<file path="src/rtl/cpm_pkg.sv">
// Shared definitions for the critical-path replica sweep sequencer.
//   cpm_state_e : sequencer state encoding
//   therm()     : path length (1..NUM_LEN) to thermometer-coded select word
//   NUM_LEN     : number of selectable replica path lengths
//   CODE_W      : width of the result code (holds 0..NUM_LEN)
package cpm_pkg;

   localparam int NUM_LEN = 4;
   localparam int CODE_W  = 3;

   typedef enum logic [2:0] {
      ST_IDLE,
      ST_SETTLE,
      ST_LAUNCH,
      ST_WAIT,
      ST_EVAL,
      ST_REPORT
   } cpm_state_e;

   function automatic logic [3:0] therm(input logic [CODE_W-1:0] len);
      logic [3:0] sel;
      case (len)
         3'd1:    sel = 4'b0001;
         3'd2:    sel = 4'b0011;
         3'd3:    sel = 4'b0111;
         3'd4:    sel = 4'b1111;
         default: sel = 4'b0000;
      endcase
      return sel;
   endfunction

endpackage

</file>
<file path="src/rtl/cpm_launch_cap.sv">
// Launch/capture datapath for one replica measurement.
//   clk, rst   : clock, synchronous active-high reset
//   fire       : toggle the launch pin this edge and arm the capture delay
//   in_wait    : sequencer is waiting for the replica output
//   clr_fail   : clear the fail counter (new path length)
//   capt       : registered replica output
//   launch     : drive to the replica input
//   wait_done  : last wait cycle; capt is compared in this cycle
//   fail_cnt   : saturating count of capture mismatches
module cpm_launch_cap #(
   parameter int SAMPLE_W = 8,
   parameter int CAPT_LAT = 1,
   parameter int OUT_INV  = 0
) (
   input  logic                clk,
   input  logic                rst,
   input  logic                fire,
   input  logic                in_wait,
   input  logic                clr_fail,
   input  logic                capt,
   output logic                launch,
   output logic                wait_done,
   output logic [SAMPLE_W-1:0] fail_cnt
);

   localparam int LAT_W = $clog2(CAPT_LAT + 1);

   logic [LAT_W-1:0] lat_cnt;
   logic             exp_lvl;

   assign wait_done = in_wait && (lat_cnt == LAT_W'(1));

   always_ff @(posedge clk) begin
      if (rst) begin
         launch   <= 1'b0;
         exp_lvl  <= 1'b0;
         lat_cnt  <= '0;
         fail_cnt <= '0;
      end else begin
         if (fire) begin
            launch  <= ~launch;
            // expected level follows the new launch value
            exp_lvl <= (~launch) ^ (OUT_INV != 0);
            lat_cnt <= LAT_W'(CAPT_LAT);
         end else if (in_wait && (lat_cnt != '0)) begin
            lat_cnt <= lat_cnt - LAT_W'(1);
         end

         if (clr_fail) begin
            fail_cnt <= '0;
         end else if (wait_done && (capt != exp_lvl) && (fail_cnt != '1)) begin
            fail_cnt <= fail_cnt + SAMPLE_W'(1);
         end
      end
   end

endmodule

</file>
<file path="src/rtl/cpm_sweep_ctrl.sv">
// Critical-path replica sweep sequencer. Steps the path length 1..4,
// launches SAMPLES transitions per length and reports how many
// consecutive lengths passed.
//   CLK, RST       : clock, synchronous active-high reset
//   START, ABORT   : sweep request / sweep termination (ABORT wins)
//   SAMPLES        : launches per length, latched at START (0 acts as 1)
//   S              : thermometer path select to the replica
//   LAUNCH, CAPT   : replica input drive / registered replica output
//   BUSY, DONE     : sweep active / one-cycle result strobe
//   CODE, FAIL_CNT : passing length count / fails at first failing length
//
// state     | meaning
// ----------+------------------------------------------------
// IDLE      | no sweep, S=0
// SETTLE    | select just changed, wait for the replica to settle
// LAUNCH    | launch pin toggled this cycle
// WAIT      | wait for capture latency, compare in last cycle
// EVAL      | decide next length or final result
// REPORT    | DONE strobe, results valid
module cpm_sweep_ctrl
   import cpm_pkg::*;
#(
   parameter int SAMPLE_W      = 8,
   parameter int SETTLE_CYCLES = 4,
   parameter int CAPT_LAT      = 1,
   parameter int OUT_INV       = 0
) (
   input  logic                CLK,
   input  logic                RST,
   input  logic                START,
   input  logic                ABORT,
   input  logic [SAMPLE_W-1:0] SAMPLES,
   output logic [3:0]          S,
   output logic                LAUNCH,
   input  logic                CAPT,
   output logic                BUSY,
   output logic                DONE,
   output logic [CODE_W-1:0]   CODE,
   output logic [SAMPLE_W-1:0] FAIL_CNT
);

   localparam int SET_W = $clog2(SETTLE_CYCLES + 1);

   cpm_state_e          state, state_n;
   logic [CODE_W-1:0]   len, len_n;
   logic [SAMPLE_W-1:0] n_q, n_start, rem;
   logic [SET_W-1:0]    set_cnt;
   logic                enter_settle, fire, in_wait, wait_done;
   logic [SAMPLE_W-1:0] fail_cnt;

   assign n_start      = (SAMPLES == '0) ? SAMPLE_W'(1) : SAMPLES;
   assign enter_settle = (state_n == ST_SETTLE) && (state != ST_SETTLE);
   assign fire         = (state_n == ST_LAUNCH);
   assign in_wait      = (state == ST_WAIT);
   assign BUSY         = (state != ST_IDLE);
   assign DONE         = (state == ST_REPORT);

   always_comb begin
      state_n = state;
      len_n   = len;
      case (state)
         ST_IDLE: begin
            if (START) begin
               state_n = ST_SETTLE;
               len_n   = CODE_W'(1);
            end
         end
         ST_SETTLE: begin
            if (set_cnt == SET_W'(1)) state_n = ST_LAUNCH;
         end
         ST_LAUNCH: state_n = ST_WAIT;
         ST_WAIT: begin
            if (wait_done) state_n = (rem == SAMPLE_W'(1)) ? ST_EVAL : ST_LAUNCH;
         end
         ST_EVAL: begin
            if ((fail_cnt == '0) && (len < CODE_W'(NUM_LEN))) begin
               len_n   = len + CODE_W'(1);
               state_n = ST_SETTLE;
            end else begin
               state_n = ST_REPORT;
            end
         end
         ST_REPORT: state_n = ST_IDLE;
         default:   state_n = ST_IDLE;
      endcase
      // also suppresses a START arriving while idle
      if (ABORT) begin
         state_n = ST_IDLE;
         len_n   = len;
      end
   end

   always_ff @(posedge CLK) begin
      if (RST) begin
         state    <= ST_IDLE;
         len      <= '0;
         n_q      <= '0;
         rem      <= '0;
         set_cnt  <= '0;
         S        <= 4'h0;
         CODE     <= '0;
         FAIL_CNT <= '0;
      end else begin
         state <= state_n;
         len   <= len_n;
         S     <= (state_n == ST_IDLE) ? 4'h0 : therm(len_n);

         if (enter_settle) begin
            set_cnt <= SET_W'(SETTLE_CYCLES);
            if (state == ST_IDLE) begin
               n_q <= n_start;
               rem <= n_start;
            end else begin
               rem <= n_q;
            end
         end else begin
            if (state == ST_SETTLE) set_cnt <= set_cnt - SET_W'(1);
            if (wait_done)          rem     <= rem - SAMPLE_W'(1);
         end

         if ((state == ST_EVAL) && (state_n == ST_REPORT)) begin
            CODE     <= (fail_cnt == '0) ? CODE_W'(NUM_LEN) : len - CODE_W'(1);
            FAIL_CNT <= fail_cnt;
         end
      end
   end

   cpm_launch_cap #(
      .SAMPLE_W (SAMPLE_W),
      .CAPT_LAT (CAPT_LAT),
      .OUT_INV  (OUT_INV)
   ) u_launch_cap (
      .clk       (CLK),
      .rst       (RST),
      .fire      (fire),
      .in_wait   (in_wait),
      .clr_fail  (enter_settle),
      .capt      (CAPT),
      .launch    (LAUNCH),
      .wait_done (wait_done),
      .fail_cnt  (fail_cnt)
   );

endmodule

</file>
<file path="config.mk">
export PLATFORM = sky130hd
export DESIGN_NAME = cpm_sweep_ctrl
export DESIGN_NICKNAME = d
export VERILOG_FILES = /design/src/rtl/cpm_pkg.sv /design/src/rtl/cpm_launch_cap.sv /design/src/rtl/cpm_sweep_ctrl.sv
export SDC_FILE = /design/constraint.sdc
export NUM_CORES = 1
export LEC_CHECK = 0
export BUFFER_PORTS_ARGS = -buffer_cell sky130_fd_sc_hd__buf_4
export CAP_MARGIN = 5
export CORE_MARGIN = 3
export CORE_UTILIZATION = 30
export CTS_CLUSTER_SIZE = 12
export DETAILED_ROUTE_END_ITERATION = 10
export HOLD_SLACK_MARGIN = 0.08
export PLACE_DENSITY = 0.46
export SLEW_MARGIN = 20
export SYNTH_ARGS = -nofsm -noshare
export SYNTH_HDL_FRONTEND = slang
export SYNTH_HIERARCHICAL = 1
export SYNTH_SLANG_ARGS = --single-unit
</file>
<file path="constraint.sdc">
create_clock -name CLK -period 2.5 [get_ports CLK]
set_input_delay 0.5 -clock CLK [delete_from_list [all_inputs] [get_ports CLK]]
set_output_delay 0.5 -clock CLK [all_outputs]
set_load 0.02 [all_outputs]
</file>
* Word level (Yosys, flattened, before mapping)
Index checks and enable logic that the tools add are counted. Widths: inputs -> output; s select.
Cells by class: multiplexer cells 21, magnitude comparators 1, bitwise operators 1, reduce and logical (&&, ||, !) cells 16, add/subtract/negate cells 6, equality and inequality tests 17
Operator list (number):
- $mux 3 | 12
- $mux 8 | 4
- $logic_not 8->1 | 2
- $pmux 4 s4 | 1
- $eq 3x2->1 const B | 5
- $pmux 3 s5 | 1
- $eq 3x1->1 const B | 4
- $eq 3x3->1 const B | 4
- $add 8x1->8 const B | 1
- $eq 8x1->1 const B | 1
- $ne 8x8->1 const B | 1
- $sub 8x1->8 const B | 1
- $logic_and 1x1->1 | 6
- $logic_not 3->1 | 2
- $pmux 3 s2 | 1
- $reduce_bool 2->1 | 3
- $sub 3x1->3 const B | 2
- $reduce_or 2->1 | 2
- $add 3x1->3 const B | 1
- $lt 3x3->1 const B | 1
- $ne 3x1->1 const B | 1
- $reduce_bool 3->1 | 1
- $mux 1 | 2
- $ne 1x1->1 | 1
- 2 further kinds | 2
Storage, ports and cells: word-level logic and storage cells 74, output and inout bits 18, bits in registers 50, input bits 13

* Longest topological paths before layout
depth in word-level cells 8, gate-level depth with buffers 12, depth with buffers taken out 11

* By module
The synthesis kept the hierarchy.
By module, submodules not included:
- cpm_sweep_ctrl | cells each 234, sequential area each 800.8 µm², times used 1, area each 1964.4 µm²
- cpm_launch_cap | cells each 55, sequential area each 200.2 µm², times used 1, area each 466.7 µm²

* Worst setup path before layout
Ideal clock, no wire load.
path type reg-to-reg, start reg u_launch_cap.fail_cnt[4], end reg u_launch_cap.fail_cnt[6], setup time 0.128 ns, cell stages (with the launch flop) 9, buffers on the path 2, arrival time 2.052 ns, setup slack 0.320 ns, cells stage by stage dfxtp_1 > or4_4 > o31ai_4 > nand2_4 > inv_2 > buf_2 > or2_2 > buf_1 > nor3_1
Between the ends: cells in the longest elaborated chain, start to end 8, elaborated cells between the ends (all ways) 11, those cells by class add/sub (1); eq/ne (2); mux (3); reduce/logical (5)
Ends and longest elaborated chain:
- start, declared | line cpm_launch_cap.sv:23 | output logic [SAMPLE_W-1:0] fail_cnt
- start signal, assigned | line cpm_launch_cap.sv:52 | fail_cnt <= fail_cnt + SAMPLE_W'(1);
- $logic_not 8->1 | line cpm_sweep_ctrl.sv:76 | if ((fail_cnt == '0) && (len < CODE_W'(NUM_LEN))) begin
- $logic_and 1x1->1 | line cpm_sweep_ctrl.sv:76
- $mux 3 | line cpm_sweep_ctrl.sv:76
- $pmux 3 s5 | line cpm_sweep_ctrl.sv:61 | case (state)
- $mux 3 | line cpm_sweep_ctrl.sv:87 | if (ABORT) begin
- $eq 3x1->1 | line cpm_sweep_ctrl.sv:52 | assign enter_settle = (state_n == ST_SETTLE) && (state != ST_SETTLE);
- $logic_and 1x1->1 | line cpm_sweep_ctrl.sv:52
- net enter_settle | line cpm_sweep_ctrl.sv:48 | logic enter_settle, fire, in_wait, wait_done;
- $reduce_or 2->1 (no source line)
The timed path passes the listed nets, and every way through them passes these cells. A chain may end at the register's enable or synchronous reset.

* Worst setup path after layout
start reg state[1], end out BUSY
Between the ends: cells in the longest elaborated chain, start to end 1
Ends and longest elaborated chain:
- start, declared | line cpm_sweep_ctrl.sv:44 | cpm_state_e state, state_n;
- start signal, assigned | line cpm_sweep_ctrl.sv:104 | state <= state_n;
- $reduce_bool 3->1 | line cpm_sweep_ctrl.sv:55 | assign BUSY = (state != ST_IDLE);
- end, declared | line cpm_sweep_ctrl.sv:36 | output logic BUSY,
No other way between the ends.

==> flow_metrics.env <==
export IMPL_syn_inst=289
export IMPL_grt_pass1_wl_um=9653
export IMPL_power_density_nw_per_um2=495.2
export IMPL_final_cell_mix="dfxtp_1, nand2_1, buf_4, nor2_1, a21oi_1"
export IMPL_syn_area_per_cell_um2=8.412
export IMPL_ctsResizeCount=0
export IMPL_vdd_drop_max_mv=0.2362
export IMPL_vias=2052
export IMPL_gp_congestion=0.7287
export IMPL_min_period_over_period=0.8951
export IMPL_switching_share=0.2506
export IMPL_syn2layout_area_growth_pct=18.22
export IMPL_p_leak_nw=1.170
export IMPL_synth_top_family_by_area="simple AND/OR/NAND/NOR gates"
export IMPL_rows=32
export IMPL_wl_per_cell_um=13.46
export IMPL_setup_tns_ps=0
export IMPL_cp_start_kind="flip-flop"
export IMPL_cts_buffer_depth=2
export IMPL_final_common_cell="dfxtp_1"
export IMPL_initial_core_util=0.3114
export IMPL_tightest_slew_ps=638.5
export IMPL_p_sw_uw=356.6
export IMPL_synth_main_ff_cell="dfxtp_1"
export IMPL_ctsHoldBuffers=0
export IMPL_antenna_left=0
export IMPL_synthMuxAreaShare=0.04117
export IMPL_postCtsSetupRepairBufs=0
export IMPL_dp_final_hpwl_um=4151
export IMPL_nets=342
export IMPL_dr_pass1_iters=4
export IMPL_die_w_um=96.02
export IMPL_finClkSkew_ps=5.598
export IMPL_hold_depth=3
export IMPL_crit_required_ps=2000
export IMPL_n_fill_cell=856
export IMPL_grt_usage=0.1339
export IMPL_synth_edf_count=0
export IMPL_p_comb_frac=0.094
export IMPL_yosysSeqAreaShare=0.4117
export IMPL_wirelength_um=5708
export IMPL_grt_pass1_vias=1953
export IMPL_clk_insertion_delay_late_ps=300
export IMPL_status="finished, final reports clean"
export IMPL_synth_seq_cells=50
export IMPL_yosysTopAreaCell="dfxtp_1"
export IMPL_hold_path_class="in2reg"
export IMPL_drv_cap=0
export IMPL_n_antenna_cell=0
export IMPL_cp_end_kind="output port"
export IMPL_ff2ff_path_depth=11
export IMPL_ys_warn_count=6
export IMPL_drtIter0Drc=98
export IMPL_synthSimpleGateAreaFrac=0.2759
export IMPL_p_clk_frac=0.319
export IMPL_h_tree_depth=2
export IMPL_synth_compound_area_frac=0.1451
export IMPL_synth_area_um2=2431
export IMPL_placed_area_um2=2791
export IMPL_io_pins=31
export IMPL_dieArea_um2=9220
export IMPL_viasPerCell=4.840
export IMPL_slew_violations=0
export IMPL_rsz0062_at_grt="false"
export IMPL_synth_area_top_cells="dfxtp_1, nand2_1, nor2_1, a21oi_1, mux2i_1"
export IMPL_critPathArrivalTime_ps=1740
export IMPL_path_class="reg2out"
export IMPL_ys_async_sr_fraction=0
export IMPL_synthAdderAreaFrac=0.03603
export IMPL_drive_above_1_share=0.1863
export IMPL_cts_clk_slew_worst_paths_ps=90
export IMPL_gr_total_overflow=0
export IMPL_stdcell_area_um2=2874
export IMPL_cts_root_buffer="clkbuf_8"
export IMPL_antenna_found_initial=0
export IMPL_max_freq_mhz=446.9
export IMPL_numPortBuffers=30
export IMPL_path_max_fanout=9
export IMPL_cts_sinks=50
export IMPL_syn_nets=309
export IMPL_hold_viol=0
export IMPL_synth_top_cell_area_share=0.4117
export IMPL_cts_tree="built"
export IMPL_relSlewSlack=0.5704
export IMPL_core_area_um2=7807
export IMPL_die_h_um=96.02
export IMPL_ys_types=51
export IMPL_grt_max_degree=41
export IMPL_setup_viol=0
export IMPL_cts_made_buffers=5
export IMPL_synth_xor_area_frac=0.04683
export IMPL_power_frac_seq=0.587
export IMPL_route_detailed_drc=0
export IMPL_p_int_mw=1.067
export IMPL_timing_final_crit_period_ps=2238
==> flip-flops by register name (all words and copies together), names as in the netlist, 4 cells and up <==
register	flops
u_launch_cap/fail_cnt	8
n_q	8
FAIL_CNT	8
rem	8
S	4
==> logic make-up (layout without fill, tap and decap cells) <==
logic type | after synthesis | in the layout
xor+xnor | 13 | 13
simple gates | 132 | 132
flops | 50 | 50
compound gates | 51 | 51
mux | 10 | 10
fa+ha+maj | 7 | 7
buf+inv | 26 | 59
==> per-stage QoR <==
stage | hold WS [ps] | utilization | instances | power (mW) | worst slack, ps
5_1_grt | 447.4 | 0.3681 | 424 | 1.505 | 1.524
2_1_floorplan | 436.6 | - | 289 | 0.9404 | 320.1
3_5_place_dp | 449.8 | 0.3575 | 417 | 0.9885 | 244.0
3_3_place_gp | 442.6 | 0.3575 | 417 | 0.9879 | 211.2
6_report | 459.3 | 0.3681 | 424 | 1.423 | 262.3
4_1_cts | 444.0 | 0.3673 | 424 | 1.448 | 212.6
==> cell type report <==
type                       count  area [um^2]  share of cell area
multi-input combinational    213         1331              0.4632
tap                          102        127.6             0.04441
inverter                      14        52.55             0.01828
sequential                    50         1001              0.3483
clock buffer                   7        76.32             0.02656
timing repair buffer          38        285.3             0.09926
==> critical path: stages, from the launching register on <==
cell      delay (ps)
dfxtp_1          410
or2_2            370
nor2_2           130
clkinv_1         270
buf_4            260
==> power by group through the flow <==
stage | Clock, mW | Sequential, mW | Combinational (mW)
6_report | 0.455 | 0.835 | 0.133
5_1_grt | 0.512 | 0.839 | 0.153
4_1_cts | 0.477 | 0.835 | 0.136
3_5_place_dp | 0 | 0.853 | 0.135
3_3_place_gp | 0 | 0.854 | 0.134
2_1_floorplan | 0 | 0.849 | 0.0918
==> layer usage <==
layer | vias to the layer above | share of wire | global-route usage
li1 | 1074 | - | -
met1 | 950 | 0.52 | 0.1871
met2 | 23 | 0.45 | 0.2047
met3 | 5 | 0.025 | 0.03049
met4 | 0 | 0.013 | 0.03910
met5 | - | 0 | 0
==> cells in the mapped netlist (3+ instances only) <==
| master | instances |
|---|---|
| mux2i_1 | 10 |
| buf_2 | 3 |
| nor2_1 | 36 |
| a211oi_1 | 4 |
| a21oi_1 | 22 |
| nor4_1 | 6 |
| xor2_1 | 6 |
| nand3_1 | 6 |
| nor3_1 | 9 |
| ha_1 | 7 |
| clkbuf_1 | 6 |
| nand2_1 | 41 |
| or4_1 | 3 |
| or3_1 | 3 |
| or2_2 | 3 |
| dfxtp_1 | 50 |
| and3_1 | 3 |
| a311oi_1 | 7 |
| xnor2_1 | 7 |
| inv_1 | 12 |
| o21ai_0 | 6 |
| or3_2 | 3 |
==> worst paths after layout <==
| check | startpoint | endpoint | slack (ps) |
|---|---|---|---|
| max | state[1]$_SDFF_PP0_ | BUSY | 260 |
| min | SAMPLES[4] | n_q[4]$_SDFFE_PP0P_ | 460 |
| max reg2reg | state[0]$_SDFF_PP0_ | u_launch_cap/launch$_SDFFE_PP0P_ | 290 |
| min reg2reg | n_q[4]$_SDFFE_PP0P_ | n_q[4]$_SDFFE_PP0P_ | 460 |
No activity file was read; power rests on OpenSTA's default activity.
